File: config.mk
export PLATFORM = sky130hd
export DESIGN_NAME = cache_refill_ctrl
export DESIGN_NICKNAME = d
export VERILOG_FILES = /design/src/rtl/cache_pkg.sv /design/src/rtl/cache_refill_ctrl_sat_counter.sv /design/src/rtl/cache_refill_ctrl.sv
export SDC_FILE = /design/constraint.sdc
export NUM_CORES = 1
export LEC_CHECK = 0
export BUFFER_PORTS_ARGS = -buffer_cell sky130_fd_sc_hd__buf_4
export CAP_MARGIN = 20
export CORE_MARGIN = 4
export CORE_UTILIZATION = 45
export DETAILED_ROUTE_END_ITERATION = 8
export PLACE_DENSITY = 0.89
export SLEW_MARGIN = 10
export SYNTH_ARGS = -nofsm -noshare
export SYNTH_HDL_FRONTEND = slang
export SYNTH_SLANG_ARGS = --single-unit
File: constraint.sdc
create_clock -name clk -period 2.5 [get_ports clk]
set_input_delay 0 -clock clk [delete_from_list [all_inputs] [get_ports clk]]
set_output_delay 0 -clock clk [all_outputs]
set_load 0.005 [all_outputs]
File: src/rtl/cache_pkg.sv
// Shared types and geometry constants for the data-cache controller and the cache array.
package cache_pkg;

  typedef enum logic [1:0] {
    IDLE   = 2'd0,
    REFILL = 2'd1,
    FILL   = 2'd2,
    WRITE  = 2'd3
  } refill_state_t;

  localparam int CACHE_LENGTH = 8;
  localparam int SET_WIDTH    = 3;
  localparam int TAG_WIDTH    = 27;
  localparam int WORD_OFFSET  = 2;

endpackage

File: src/rtl/cache_refill_ctrl_sat_counter.sv
// Saturating up-counter with synchronous clear; holds at all-ones instead of wrapping.
module sat_counter #(
  parameter int WIDTH = 32
) (
  input  logic             clk,
  input  logic             rst,
  input  logic             inc,
  input  logic             clear,
  output logic [WIDTH-1:0] count
);

  logic [WIDTH-1:0] count_q;
  logic [WIDTH-1:0] count_d;

  // next count: clear wins, increment only below all-ones
  always_comb begin
    count_d = count_q;
    if (clear) begin
      count_d = {WIDTH{1'b0}};
    end else if (inc && (count_q != {WIDTH{1'b1}})) begin
      count_d = count_q + {{(WIDTH-1){1'b0}}, 1'b1};
    end else begin
      count_d = count_q;
    end
  end

  // count register
  always_ff @(posedge clk) begin
    if (rst) begin
      count_q <= {WIDTH{1'b0}};
    end else begin
      count_q <= count_d;
    end
  end

  assign count = count_q;

endmodule

File: src/rtl/cache_refill_ctrl.sv
// Miss refill and write-through controller for the direct-mapped data cache,
// with saturating load hit/miss counters.
module cache_refill_ctrl
  import cache_pkg::*;
#(
  parameter int DATA_WIDTH = 32,
  parameter int CNT_WIDTH  = 32
) (
  input  logic                  clk,
  input  logic                  rst,
  input  logic                  req_valid,
  input  logic                  req_we,
  input  logic [DATA_WIDTH-1:0] req_addr,
  input  logic [DATA_WIDTH-1:0] req_wdata,
  input  logic                  cache_hit,
  output logic                  stall,
  output logic                  cache_we,
  output logic [DATA_WIDTH-1:0] cache_addr,
  output logic [DATA_WIDTH-1:0] cache_wdata,
  output logic                  mem_req,
  output logic                  mem_we,
  output logic [DATA_WIDTH-1:0] mem_addr,
  output logic [DATA_WIDTH-1:0] mem_wdata,
  input  logic [DATA_WIDTH-1:0] mem_rdata,
  input  logic                  mem_ack,
  output logic [CNT_WIDTH-1:0]  hit_count,
  output logic [CNT_WIDTH-1:0]  miss_count
);

  refill_state_t         state_q, state_d;
  logic [DATA_WIDTH-1:0] addr_q, addr_d;
  // holds the store data, or the refill word once mem_ack returns it
  logic [DATA_WIDTH-1:0] data_q, data_d;
  logic                  hit_inc;
  logic                  miss_inc;

  // state and datapath latches
  always_ff @(posedge clk) begin
    if (rst) begin
      state_q <= IDLE;
      addr_q  <= {DATA_WIDTH{1'b0}};
      data_q  <= {DATA_WIDTH{1'b0}};
    end else begin
      state_q <= state_d;
      addr_q  <= addr_d;
      data_q  <= data_d;
    end
  end

  // next state and latch updates
  always_comb begin
    state_d = state_q;
    addr_d  = addr_q;
    data_d  = data_q;
    case (state_q)
      IDLE: begin
        if (req_valid && req_we) begin
          addr_d  = req_addr;
          data_d  = req_wdata;
          state_d = WRITE;
        end else if (req_valid && !cache_hit) begin
          addr_d  = req_addr;
          state_d = REFILL;
        end else begin
          state_d = IDLE;
        end
      end
      REFILL: begin
        if (mem_ack) begin
          data_d  = mem_rdata;
          state_d = FILL;
        end else begin
          state_d = REFILL;
        end
      end
      FILL: begin
        state_d = IDLE;
      end
      WRITE: begin
        if (mem_ack) begin
          state_d = IDLE;
        end else begin
          state_d = WRITE;
        end
      end
      default: begin
        state_d = IDLE;
      end
    endcase
  end

  // strobes and stall; only IDLE looks at req_* so mem_req stays purely registered
  always_comb begin
    stall    = 1'b0;
    cache_we = 1'b0;
    mem_req  = 1'b0;
    mem_we   = 1'b0;
    hit_inc  = 1'b0;
    miss_inc = 1'b0;
    case (state_q)
      IDLE: begin
        if (req_valid && req_we) begin
          stall = 1'b1;
        end else if (req_valid && cache_hit) begin
          hit_inc = 1'b1;
        end else if (req_valid) begin
          stall    = 1'b1;
          miss_inc = 1'b1;
        end else begin
          stall = 1'b0;
        end
      end
      REFILL: begin
        mem_req = 1'b1;
        stall   = 1'b1;
      end
      FILL: begin
        cache_we = 1'b1;
        stall    = 1'b1;
      end
      WRITE: begin
        mem_req  = 1'b1;
        mem_we   = 1'b1;
        stall    = !mem_ack;
        cache_we = mem_ack;
      end
      default: begin
        stall = 1'b0;
      end
    endcase
  end

  assign cache_addr  = addr_q;
  assign cache_wdata = data_q;
  assign mem_addr    = {addr_q[DATA_WIDTH-1:2], 2'b00};
  assign mem_wdata   = data_q;

  sat_counter #(.WIDTH(CNT_WIDTH)) u_hit_cnt (
    .clk   (clk),
    .rst   (rst),
    .inc   (hit_inc),
    .clear (1'b0),
    .count (hit_count)
  );

  sat_counter #(.WIDTH(CNT_WIDTH)) u_miss_cnt (
    .clk   (clk),
    .rst   (rst),
    .inc   (miss_inc),
    .clear (1'b0),
    .count (miss_count)
  );

endmodule

# After elaboration in Yosys (flattened, before gate mapping)
# Cells that the tools add are included.
# W data, S select, Z words.
# word_totals
input_bits,102
out_inout_bits,196
mem_bits_ro,0
word_cells,50
latchBits,0
register_bits,130
mem_bits_rw,0
memories,0
# classes
n_shift,0
eq_ne,7
n_lt_le_gt_ge,0
bitwise,0
n_reduce_logical,14
n_mul,0
addsub,2
div,0
muxes,22
# op_table
op,count
$mux W32,4
$add A32 B1 Y32 const B,2
$ne A32 B32 Y1 const B,2
$pmux W32 S2,1
$mux W1,11
$pmux W2 S4,1
$mux W2,3
$logic_and A1 B1 Y1,5
$eq A2 B2 Y1 const B,2
$ne A2 B2 Y1 const B,2
$reduce_bool A2 Y1,2
$reduce_or A2 Y1,2
$pmux W1 S3,1
$reduce_and A3 Y1,1
$eq A2 B1 Y1 const B,1
$logic_not A1 Y1,2
$logic_not A2 Y1,1
$pmux W1 S2,1
$reduce_and A2 Y1,1

# Depth between registers and ports, before layout
# Gate-level depths: netlist (run 1).
# logic_depth
word_depth,5
ltp_mapped,9
mapped_depth_nobuf,7

# Modules after synthesis
# From an unflattened synthesis (run 1), not the netlist that was laid out.
# unflattened
cells_unflattened,784
area_unflattened_um2,6825.3
# modules_own_cells
mod,cells_each,area_per_inst_um2,n_inst,seq_area_each_um2
cache_refill_ctrl,388,3584.7,1,1321.3
sat_counter,198,1620.3,2,640.6

# Least setup slack after synthesis (run 1)
# OpenSTA, ideal clock, no wires.
# synth_path
kind,register to register
start,register state_q[0]
end,"register u_hit_cnt.count_q[15], in the netlist u_hit_cnt.count[15]"
setup_time_ns,0.128
required_time_ns,2.372
t_arrival_ns,1.984
path_slack_ns,0.389
path_stages_with_launch,9
n_path_buf,1
synth_period_minus_slack_ns,2.111
path_cell_list,dfxtp_1 -> inv_1 -> ha_1 -> buf_2 -> nand4b_1 -> or4_1 -> a2111oi_1 -> xnor2_1 -> nor2_1
# synth_between
elab_chain_len,3
# synth_lines
element,line_no,source
from (decl),cache_refill_ctrl.sv:30,"refill_state_t state_q, state_d;"
from (signal assigned),cache_refill_ctrl.sv:44,state_q <= state_d;
$logic_not A2 Y1,cache_refill_ctrl.sv:100,case (state_q)
$mux W1,cache_refill_ctrl.sv:100,
$logic_and A1 B1 Y1,cache_refill_ctrl_sat_counter.sv:20,end else if (inc && (count_q != {WIDTH{1'b1}})) begin
to (signal assigned),cache_refill_ctrl_sat_counter.sv:30,count_q <= {WIDTH{1'b0}};
to (signal assigned),cache_refill_ctrl_sat_counter.sv:32,count_q <= count_d;
to (decl),cache_refill_ctrl_sat_counter.sv:12,logic [WIDTH-1:0] count_q;
# Every way passes these cells.
# A chain may end at the register's enable or synchronous reset.

# Final worst setup path (run 1)
# layout_path
start,register state_q[1]
end,"register data_q[0], in the netlist cache_wdata[0]"
# layout_between
elab_chain_len,3
elab_cells_between_ends,7
classes_between,eq/ne (3); mux (1); reduce/logical (3)
# layout_lines
element,line_no,source
$eq A2 B1 Y1 or $logic_not A2 Y1 (tied branches),cache_refill_ctrl.sv:55,case (state_q)
$ne A2 B2 Y1 (no source line) or $reduce_bool A2 Y1 (tied branches),-,
$reduce_and A3 Y1 (no source line),-,
to (signal assigned),cache_refill_ctrl.sv:42,data_q <= {DATA_WIDTH{1'b0}};
to (signal assigned),cache_refill_ctrl.sv:46,data_q <= data_d;
to (decl),cache_refill_ctrl.sv:33,"logic [DATA_WIDTH-1:0] data_q, data_d;"
# Several ways; a longest one is shown, not always the timed one.

==> results of run 1 <==
layout by cell type, fill, tap and decap left out, types with 4 or more instances in the layout:
cell type,n
ha_1,5
nand4_1,19
buf_4,315
nand2_1,92
nor2_1,65
nand3_1,20
dlygate4sd3_1,97
dfxtp_1,130
clkbuf_1,7
nor3_1,4
inv_1,10
xnor2_1,9
xor2_1,6
or3_1,29
o21ai_0,30
o31ai_1,13
and4_1,6
mux2i_1,36
a211oi_1,37
a21oi_1,76
or4_1,15
or2_2,5
clkbuf_16,17
synth_stat cells (all sizes together):
| library cell | instances | area, um2 |
|---|---|---|
| a2111oi | 1 | 10.0 |
| a211oi | 37 | 278 |
| a21boi | 1 | 7.51 |
| a21o | 1 | 7.51 |
| a21oi | 76 | 380 |
| a31o | 1 | 8.76 |
| a31oi | 2 | 12.5 |
| and2 | 2 | 12.5 |
| and3 | 3 | 18.8 |
| and4 | 6 | 52.6 |
| and4b | 1 | 10.0 |
| buf | 70 | 515 |
| clkbuf | 37 | 140 |
| conb | 1 | 3.75 |
| dfxtp | 130 | 2600 |
| ha | 6 | 75.1 |
| inv | 10 | 37.5 |
| mux2 | 3 | 37.5 |
| mux2i | 36 | 360 |
| nand2 | 92 | 345 |
| nand2b | 2 | 12.5 |
| nand3 | 20 | 100 |
| nand4 | 20 | 131 |
| nand4b | 2 | 17.5 |
| nand4bb | 1 | 11.3 |
| nor2 | 66 | 248 |
| nor2b | 3 | 18.8 |
| nor3 | 5 | 30.0 |
| nor4 | 3 | 18.8 |
| nor4b | 2 | 38.8 |
| o2111ai | 2 | 17.5 |
| o211ai | 3 | 22.5 |
| o21a | 1 | 7.51 |
| o21ai | 30 | 150 |
| o21ba | 1 | 10.0 |
| o31ai | 13 | 97.6 |
| or2 | 5 | 31.3 |
| or3 | 29 | 181 |
| or3b | 1 | 8.76 |
| or4 | 16 | 124 |
| xnor2 | 9 | 78.8 |
| xor2 | 6 | 52.6 |
final timing paths:
check,from,endpoint,depth (start not counted)
hold / removal,req_we,state_q[1]$_SDFF_PP0_,3
setup / recovery,state_q[1]$_SDFF_PP0_,cache_wdata[0]$_SDFFE_PP0P_,6
hold reg to reg,cache_addr[10]$_SDFFE_PP0P_,cache_addr[10]$_SDFFE_PP0P_,2
setup reg to reg,state_q[1]$_SDFF_PP0_,cache_wdata[0]$_SDFFE_PP0P_,6
power by group:
group | total (W) | switching, W | internal [W] | leakage, nW
Sequential | 0.00233 | 0.000129 | 0.00220 | 1.06
Combinational | 0.00119 | 0.000516 | 0.000670 | 2.79
Clock | 0.00251 | 0.000870 | 0.00164 | 0.282
Total | 0.00603 | 0.00152 | 0.00451 | 4.13
flip-flops by register name, indices dropped and copies added, names as in the netlist:
name,cells
state_q,2
cache_wdata,32
u_hit_cnt.count,32
cache_addr,32
u_miss_cnt.count,32
kinds of logic (layout without fill, tap and decap cells):
| logic type | after synthesis | count (layout) | synth area share (%) |
|---|---|---|---|
| and+or+nand+nor | 279 | 279 | 22.3 |
| other | 1 | 3 | 0.0593 |
| AOI/OAI and AO/OA | 169 | 169 | 16.0 |
| adders and majority gates | 6 | 6 | 1.19 |
| buffers and inverters | 117 | 457 | 11.0 |
| xor gates and xnor gates | 15 | 15 | 2.08 |
| DFF | 130 | 130 | 41.1 |
| muxes | 39 | 39 | 6.29 |
worst min-delay path, stage by stage:
cell and delay, ns:
buf_4 0.10, a21boi_0 0.16, nor3_1 0.18
routing by layer:
metal	share of wire [%]	vias to the layer above
met3	8.2	68
met4	3.8	0
li1	-	3286
met2	51	353
met5	0	-
met1	37	3283
area by class of cell:
class / instances / share of cell area (%)
Timing Repair Buffer: 416 / 34.4
Tap cell: 180 / 2.27
Inverter: 10 / 0.379
Clock inverter: 4 / 0.985
Antenna cell: 1 / 0.0253
Sequential cell: 130 / 26.3
Clock buffer: 27 / 4.98
Multi-Input combinational cell: 510 / 30.7
stage by stage:
step | setup slack [ns] | power [W]
after floorplan | 0.389 | 0.00286
after global placement | 0.345 | 0.00330
after detailed placement | 0.272 | 0.00333
after CTS | 0.246 | 0.00598
after global routing | 0.0733 | 0.00626
final | 0.176 | 0.00603
repair_timing:
| item | in CTS | in global routing |
|---|---|---|
| hold buffers | 97 | 0 |
| endpoints found under the setup margin | 0 | 1 |
| resized for setup | 0 | 1 |
| endpoints found under the hold margin | 66 | 0 |
==> summary.md, run 1 <==
| Metric | Value |
|---|---|
| Element type at the critical path start | flop |
| Htree depth | 4 |
| R2R Setup Slk | approximately 0.18 ns |
| Die Y | approximately 130 um |
| WHS | roughly 0.087 ns |
| Register bit total from synthesis | 130 |
| Slew Viols, Final | 0 |
| # Max-Cap Violations | 0 |
| Count of yosys warnings during synthesis | 0 |
| Vias per cell | between 5 and 6 |
| Met1 usage in global routing | 30.1% |
| Port Buf Inserts | between 200 and 300 |
| Layout cells sized above 1 | 32.9% |
| Core area | 13800 um2 |
| Area occupied by multi-input gates | between 3000 and 4000 um2 |
| Global route hottest layer | met2 |
| Max clock buf depth | 2 |
| Peak Freq | around 0.43 GHz |
| Final hold vios | 0 |
| RSZ-0062 raised after global routing | no |
| Drt pass-1 iters | 6 |
| DIE WIDTH | approximately 130 um |
| Slowest stage cell, crit path | dlygate4sd3_1 |
| Worst slew margin | roughly 48% |
| I/O pin cnt | ~300 |
| Worst Path Buf+Inv | 3 |
| Total CTS buffers | 17 |
| Total wire length | 22.5 mm |
| Initial antenna violation count | 0 |
| P per Cell Area | approximately 600 nW/um2 |
| Area Overhead vs Synth | 56.7% |
| Worst clock skew | around 0.013 ns |
| Critical path class | reg -> reg |
| CP arrival | 2.59 ns |
| Non-filler instance count after layout | about 1.3k |
| Gr usage total | between 20% and 30% |
| Tmin final | 2.32 ns |
| Period utilization | ~93% |
| CP required | 2.77 ns |
| FF+latch area | 2600 um2 |
| HPWL Detailed | roughly 14 mm |
| First-pass GRT wire length | 35.4 mm |
| Global Route met2 Usage | 48.6% |
| Register area share after synthesis | about two fifths |
| DR DRC count | 0 |
| CP Capture Type | flop |
| Leakage | a little over 4 nW |
| Crit path max fanout | 34 |
| Mapped Cells | between 700 and 800 |
| Worst slew pin tran | between 0.7 and 0.8 ns |
| Cell Area, Placed | around 8300 um2 |
| Routed length per instance | 17.6 um |
| Sink Count | between 100 and 150 |
| ANT nets after route | 0 |
| Largest stage delay, worst path | 0.58 ns |
| Status | complete, no violations |
| Die ar. | 16000 um2 |
| Starting DRC count in detailed routing | about 550 |
| CTS tree | yes |
| Worst VDD drop | around 0.00042 V |
| CTS root buf | clkbuf_16 |
| Post-Syn Area | between 6000 and 7000 um2 |
| FP Rows | 43 |
| Clock Latency Late Sink | between 0.4 and 0.5 ns |
| HP Class | in -> reg |
| RePlAce Congestion | slightly below 0.9 |
| Vias in the first global route | 6954 |
| Initial core utilization | between 40 and 50% |
| Setup TNS | 0 ns |
| Post-synth cell types | between 50 and 60 |
| Grt ovf | 0 |
| Final core occ | between 70% and 80% |
| Routing usage on met3 | under 10% |
| Final #Nets | 1193 |
| Clock slew at reported path FFs | around 0.06 ns |
| CP Cell Sequence | inv_1 > ha_2 > buf_6 > mux2i_1 > dlygate4sd3_1 > a211oi_1 |
| Setup violations, final | 0 |
| Fill count | 956 |
| Finished Cell Area | 9910 um2 |
| Critical path's top delay family | buffers and inverters |
| Average size of a mapped cell | around 8.4 um2 |
| Post-CTS setup buffer count | 0 |
| Vias | ~7k |
| Largest net degree at the start of global routing | just over 70 |
| Placed Cells incl. Taps | between 1k and 1.5k |
Power figures use the tool's default switching activity.
==> inputs of run 2 (changes only) <==
ABC_AREA = 1   (was default)
PLACE_DENSITY = 0.87   (was 0.89)
==> run 2 against run 1 <==
Compared with the run above:
- clock power decreased by 7%
- worst setup slack improved by 0.081 ns
- global-route usage decreased by 1.8 points
- sequential power about the same
- cell area increased by 6.8%
- count of clock-buffer cells in the layout decreased by 4
- non-clock buffer count decreased by 14
- die area increased by 12%
- critical path type unchanged
- critical endpoint is now cache_wdata[28]$_SDFFE_PP0P_
==> summary.md, run 2 <==
| Metric | Value |
|---|---|
| Status | complete, no violations (unchanged) |
| Area Overhead vs Synth | 47.8% (was 56.7%) |
| Setup violations, final | 0 (unchanged) |
| HP Class | in -> reg (unchanged) |
| DIE WIDTH | 134 um (was 127 um) |
| Vias in the first global route | 8042 (was 6954) |
| Hold depth | 5 (was 3) |
| Worst VDD drop | 0.000447 V (was 0.000421 V) |
| Total wire length | 23.8 mm (was 22.5 mm) |
| Commonest cells after routing, fill and taps aside | buf_4 (302), nand2_1 (253), nor2_1 (191) (was buf_4 (315), dfxtp_1 (130), dlygate4sd3_1 (97)) |
| Routed length per instance | 14.5 um (was 17.6 um) |
| Worst slew margin | 60.2% (was 48.3%) |
| Reg2reg path depth | 7 (was 6) |
| Most frequent cells after synthesis | nand2_1 (253), nor2_1 (191), a21oi_1 (131) (was dfxtp_1 (130), nand2_1 (92), a21oi_1 (76)) |
| Mux contribution to synthesized area | 0% (was 6.29%) |
| Peak Freq | 0.446 GHz (was 0.430 GHz) |
| CP arrival | 2.51 ns (was 2.59 ns) |
| Slew Viols, Final | 0 (unchanged) |
| Port Buf Inserts | 295 (unchanged) |
| Mapped Cells | 1106 (was 756) |
| Grt ovf | 0 (unchanged) |
| WHS | 0.0336 ns (was 0.0866 ns) |
| Htree depth | 4 (unchanged) |
| Synth Area in Compound Gates | 12.8% (was 16.0%) |
| Sink Count | 130 (unchanged) |
| Crit path max fanout | 57 (was 34) |
| Post-Syn Area | 7160 um2 (was 6320 um2) |
| Total CTS buffers | 17 (unchanged) |
| ANT nets after route | 0 (unchanged) |
| DR DRC count | 0 (unchanged) |
| Switching Share | 26.1% (was 25.1%) |
| Tmin final | 2.24 ns (was 2.32 ns) |
| FF+latch area | 2600 um2 (unchanged) |
| Top cell type's share of synthesized area | 36.4% (was 41.1%) |
| Clk pwr share | 40.3% (was 41.7%) |
| Pwr Total | 0.00581 W (was 0.00603 W) |
| Cell Area, Placed | 9040 um2 (was 8340 um2) |
| Post-Synth Simple-Gate Area | 34.1% (was 22.3%) |
| P_sw | 0.00152 W (about the same) |
| Period utilization | 89.7% (was 93.0%) |
| Clock Latency Late Sink | 0.41 ns (was 0.42 ns) |
| Average size of a mapped cell | 6.47 um2 (was 8.37 um2) |
| Vias per cell | 5.10 (was 5.47) |
| Area occupied by multi-input gates | 3490 um2 (was 3040 um2) |
| Max clock buf depth | 2 (unchanged) |
| Element type at the critical path start | flop (unchanged) |
| RSZ-0062 raised after global routing | no (unchanged) |
| Final hold vios | 0 (unchanged) |
| Number of flops mapped to enable cells by yosys | 0 (unchanged) |
| FP Rows | 45 (was 43) |
| CTS tree | yes (unchanged) |
| Ys flop type | dfxtp_1 (unchanged) |
| Drt pass-1 iters | 5 (was 6) |
| Register bit total from synthesis | 130 (unchanged) |
| Initial antenna violation count | 0 (unchanged) |
| I/O pin cnt | 298 (unchanged) |
| P per Cell Area | 549 nW/um2 (was 609 nW/um2) |
| Most frequent cell after synthesis | nand2_1 (was dfxtp_1) |
| Area leader, netlist | dfxtp_1 (unchanged) |
| CTS root buf | clkbuf_16 (unchanged) |
| Worst clock skew | 0.0108 ns (was 0.0132 ns) |
| Internal power | 0.00429 W (was 0.00451 W) |
| FFs w/ async S/R, synth | 0% (unchanged) |
| # Max-Cap Violations | 0 (unchanged) |
| Post-synth cell types | 33 (was 51) |
| Critical path class | reg -> reg (unchanged) |
| Die ar. | 18000 um2 (was 16000 um2) |
| Finished Cell Area | 10600 um2 (was 9910 um2) |
| Core area | 15400 um2 (was 13800 um2) |
| RePlAce Congestion | 0.927 (was 0.890) |
| Initial core utilization | 46.6% (was 45.7%) |
| Largest net degree at the start of global routing | 65 (was 72) |
| Largest family of logic cells by synthesized area | simple AND/OR/NAND/NOR gates (unchanged) |
| Fill count | 1249 (was 956) |
| Register area share after synthesis | 36.4% (was 41.1%) |
| Setup TNS | 0 ns (unchanged) |
| HPWL Detailed | 16.0 mm (was 14.2 mm) |
| Final core occ | 68.9% (was 71.7%) |
| Final #Nets | 1530 (was 1193) |
| Seq pwr share | 40.1% (was 38.6%) |
| CP required | 2.77 ns (about the same) |
| Count of yosys warnings during synthesis | 0 (unchanged) |
| Worst slew pin tran | 0.594 ns (was 0.775 ns) |
| Layout cells sized above 1 | 25.6% (was 32.9%) |
| Vias | 8403 (was 6990) |
| Most common cell after layout, fill and taps aside | buf_4 (unchanged) |
| Leakage | 4.79 nW (was 4.13 nW) |
| Clock slew at reported path FFs | 0.06 ns (about the same) |
| Starting DRC count in detailed routing | 493 (was 549) |
| Die Y | 134 um (was 127 um) |
| Adder-cell share of the synthesized area | 1.05% (was 1.19%) |
| Combinational share of power | 19.6% (was 19.7%) |
| Synth Area in XOR/XNOR | 0.734% (was 2.08%) |
| CP Capture Type | flop (unchanged) |
| Gr usage total | 25.5% (was 27.2%) |
| First-pass GRT wire length | 37.7 mm (was 35.4 mm) |
| Synth area leaders | dfxtp_1 (36%), nand2_1 (13%), nor2_1 (10%), a21oi_1 (9.2%), buf_4 (7.0%) (was dfxtp_1 (41%), buf_4 (7.6%), a21oi_1 (6.0%), mux2i_1 (5.7%), nand2_1 (5.5%)) |
==> run 2: changes by cell type after synthesis, sizes merged, moves of 16 or more <==
| cell | change |
|---|---|
| mux2i | -36 |
| nand3 | +43 |
| nor2 | +143 |
| nand2 | +169 |
| inv | +92 |
| or3 | -29 |
| or4 | -16 |
| a21oi | +55 |
| a211oi | -37 |
==> run 2: metal layers <==
layer  routed length [um]  up-vias  track usage, %  part of all wire (%)
met4                  782        0            11.7                   3.3
met2                12200      328            46.0                    51
met3                 1630       61            6.08                   6.8
li1                     -     4109               -                     -
met1                 9160     3905            28.3                    38
met5                    0        -               0                     0
==> run 2: metrics by stage <==
stage / cells / setup WS, ns
2_1_floorplan: 1107 / 0.878
5_1_grt: 1646 / 0.118
3_5_place_dp: 1516 / 0.431
6_report: 1647 / 0.258
3_3_place_gp: 1516 / 0.492
4_1_cts: 1646 / 0.276
==> run 2: kinds of logic after synthesis <==
logic type / count (synthesis)
buffers and inverters: 209
xor gates and xnor gates: 6
AOI/OAI and AO/OA: 180
and+or+nand+nor: 574
other: 1
DFF: 130
adders and majority gates: 6
==> run 2: layout make-up <==
cell class / instances / area share (%)
tap: 211 / 2.49
antenna: 1 / 0.0236
sequential: 130 / 24.6
inverter: 103 / 3.65
multi-input combinational: 768 / 33.0
timing repair buffer: 402 / 31.0
clock buffer: 23 / 4.52
clock inverter: 9 / 0.768
==> run 2: final timing paths <==
| kind | start | to | slack [ns] |
|---|---|---|---|
| max | state_q[1]$_SDFF_PP0_ | cache_wdata[28]$_SDFFE_PP0P_ | 0.26 |
| min | req_wdata[31] | cache_wdata[31]$_SDFFE_PP0P_ | 0.03 |
| max reg2reg | state_q[1]$_SDFF_PP0_ | cache_wdata[28]$_SDFFE_PP0P_ | 0.26 |
| min reg2reg | cache_addr[1]$_SDFFE_PP0P_ | cache_addr[1]$_SDFFE_PP0P_ | 0.48 |
==> run 2: repair_timing <==
| action | CTS | global route |
|---|---|---|
| setup buffers | 0 | 0 |
| hold buffers | 98 | 0 |
| hold endpoints to repair | 66 | 0 |
| endpoints found under the setup margin | 0 | 1 |
| gates resized for setup | 0 | 1 |
==> run 2: critical path: stages (launching register included) <==
cell and delay, ns:
dfxtp_1 0.32, inv_1 0.08, ha_2 0.32, buf_6 0.38, nor2_1 0.11, a21oi_1 0.18, dlygate4sd3_1 0.61, a21oi_1 0.08
==> run 2: power groups by stage <==
stage / registers [W] / clock network, W / logic [W]
global placement: 0.00236 / 0 / 0.000931
finish: 0.00233 / 0.00234 / 0.00114
CTS: 0.00232 / 0.00237 / 0.00112
global route: 0.00235 / 0.00248 / 0.00124
detailed placement: 0.00236 / 0 / 0.000954
floorplan: 0.00234 / 0 / 0.000522
==> inputs of run 3 (changes only) <==
CTS_BUF_LIST = sky130_fd_sc_hd__clkbuf_16   (was default)
CTS_CLUSTER_SIZE = 40   (was default)
==> run 3 against run 2 <==
Compared with the run above:
- non-clock buffer count did not move
- largest power group is now registers
- utilization fell by 0.20 points
- clock skew fell by 0.0013 ns
- sequential power barely moved
- largest cell class unchanged
- maximum frequency rose by 0.55%
- combinational power barely moved
- die area did not move
- clock power fell by 5%
- final cell count did not move
- critical path depth did not move
- via count fell by 0.11%
- routed wire length barely moved
==> summary.md, run 3 (synthesized netlist as in run 2, its figures left out) <==
| Metric | Value |
|---|---|
| Leakage | 4.78 nW (was 4.79 nW) |
| ANT nets after route | 0 (unchanged) |
| Layout cells sized above 1 | 25.4% (was 25.6%) |
| Gr usage total | 25.4% (was 25.5%) |
| CTS root buf | clkbuf_16 (unchanged) |
| Clock slew at reported path FFs | 0.06 ns (about the same) |
| Port Buf Inserts | 295 (unchanged) |
| CP required | 2.77 ns (about the same) |
| Die ar. | 18000 um2 (unchanged) |
| Setup ws final | 0.270 ns (was 0.258 ns) |
| Critical path class | reg -> reg (unchanged) |
| Period utilization | 89.2% (was 89.7%) |
| Drt pass-1 iters | 5 (unchanged) |
| Setup TNS | 0 ns (unchanged) |
| CP startpoint | state_q[1]$_SDFF_PP0_ (unchanged) |
| Htree depth | 4 (unchanged) |
| Total CTS buffers | 17 (unchanged) |
| Total wire length | 23.8 mm (about the same) |
| Initial core utilization | 46.6% (unchanged) |
| Initial antenna violation count | 0 (unchanged) |
| P per Cell Area | 540 nW/um2 (was 549 nW/um2) |
| Element type at the critical path start | flop (unchanged) |
| DR DRC count | 0 (unchanged) |
| Vias in the first global route | 8022 (was 8042) |
| Final hold vios | 0 (unchanged) |
| HPWL Detailed | 16.0 mm (unchanged) |
| RSZ-0062 raised after global routing | no (unchanged) |
| # Max-Cap Violations | 0 (unchanged) |
| Setup violations, final | 0 (unchanged) |
| Post-CTS setup buffer count | 0 (unchanged) |
| Most common cell after layout, fill and taps aside | buf_4 (unchanged) |
| Final #Nets | 1530 (unchanged) |
| RePlAce Congestion | 0.927 (unchanged) |
| Worst slew margin | 60.4% (was 60.2%) |
| CTS tree | yes (unchanged) |
| Max clock buf depth | 2 (unchanged) |
| Clock Latency Late Sink | 0.41 ns (about the same) |
| Sink Count | 130 (unchanged) |
| Reg2Reg Launch Point | state_q[1]$_SDFF_PP0_ (unchanged) |
| Routed length per instance | 14.5 um (about the same) |
| Vias per cell | 5.10 (about the same) |
| First-pass GRT wire length | 37.7 mm (about the same) |
| CP Capture Type | flop (unchanged) |
| Vias | 8394 (was 8403) |
| Peak Freq | 0.448 GHz (was 0.446 GHz) |
| Grt ovf | 0 (unchanged) |
| WHS | 0.0416 ns (was 0.0336 ns) |
| Fill count | 1255 (was 1249) |
| HP Class | in -> reg (unchanged) |
| DP Worst Slack | 0.431 ns (unchanged) |
| I/O pin cnt | 298 (unchanged) |
| Core area | 15400 um2 (unchanged) |
| R2R Path End | cache_wdata[28]$_SDFFE_PP0P_ (unchanged) |
| DIE WIDTH | 134 um (unchanged) |
| R2R Setup Slk | 0.27 ns (was 0.26 ns) |
| Worst slew pin tran | 0.591 ns (was 0.594 ns) |
| Commonest cells after routing, fill and taps aside | buf_4 (302), nand2_1 (253), nor2_1 (191) (unchanged) |
| Slew Viols, Final | 0 (unchanged) |
| Worst clock skew | 0.00951 ns (was 0.0108 ns) |
| Largest net degree at the start of global routing | 65 (unchanged) |
| Tmin final | 2.23 ns (was 2.24 ns) |
| CP arrival | 2.50 ns (was 2.51 ns) |
| Reg2reg path depth | 7 (unchanged) |
| CP endpoint | cache_wdata[28]$_SDFFE_PP0P_ (unchanged) |
| FP Rows | 45 (unchanged) |
| Worst VDD drop | 0.000445 V (was 0.000447 V) |
| Starting DRC count in detailed routing | 492 (was 493) |
| Area Overhead vs Synth | 47.4% (was 47.8%) |
| Status | complete, no violations (unchanged) |
| Die Y | 134 um (unchanged) |
| Crit path max fanout | 57 (unchanged) |
-- run 3: cell count changes in the layout (fill, tap and decap cells not counted), sizes merged --
cell    previous run  this run
clkbuf            23        17
clkinv             6         9
inv              102       105
-- run 3: power by group --
| part | internal, W | switching [W] |
|---|---|---|
| Combinational | 0.000646 | 0.000492 |
| Clock | 0.00134 | 0.000895 |
| Sequential | 0.00220 | 0.000122 |
-- run 3: per-stage QoR --
step	area [um2]	utilization, %	power [W]	instances
3_3_place_gp	9040	58.8	0.00329	1516
2_1_floorplan	7160	-	0.00286	1107
4_1_cts	10500	68.6	0.00570	1646
6_report	10600	68.7	0.00570	1647
5_1_grt	10600	68.6	0.00596	1646
3_5_place_dp	9040	58.8	0.00331	1516
-- run 3: cell type report --
cell class / count / area [um2] / share of cell area [%]
antenna: 1 / 2.50 / 0.0237
clock buffer: 17 / 425 / 4.03
clock inverter: 15 / 104 / 0.984
inverter: 103 / 387 / 3.66
multi-input combinational: 768 / 3490 / 33.1
sequential: 130 / 2600 / 24.7
tap: 211 / 264 / 2.50
timing repair buffer: 402 / 3280 / 31.1
-- run 3: what timing repair did --
| item | 4_1_cts | 5_1_grt |
|---|---|---|
| hold buffers | 98 | 0 |
| resized for setup | 0 | 1 |
| endpoints found under the setup margin | 0 | 1 |
| hold endpoints to repair | 66 | 0 |
-- run 3: worst max-delay path: stages (launching register included) --
cell and delay, ns:
dfxtp_1 0.32, inv_1 0.08, ha_2 0.32, buf_6 0.38
nor2_1 0.11, a21oi_1 0.18, dlygate4sd3_1 0.61, a21oi_1 0.08
-- run 3: layer usage --
metal	share of wire [%]	wire length [um]	global-route usage, %	up-vias
met2	51	12200	46.0	345
met4	3.4	807	11.4	0
met3	7.3	1740	6.04	66
met1	38	9030	28.4	3879
met5	0	0	0	-
li1	-	-	-	4104
-- run 3: worst min-delay path by stage --
stage,from,end,slack [ns],depth (start not counted)
finish,req_wdata[31],cache_wdata[31]$_SDFFE_PP0P_,0.04,5
global route,req_wdata[31],cache_wdata[31]$_SDFFE_PP0P_,0.05,5
CTS,req_wdata[31],cache_wdata[31]$_SDFFE_PP0P_,0.02,5
detailed placement,req_addr[10],cache_addr[10]$_SDFFE_PP0P_,0.26,3
global placement,req_addr[4],cache_addr[4]$_SDFFE_PP0P_,0.25,3
floorplan,mem_ack,cache_we,0.11,2
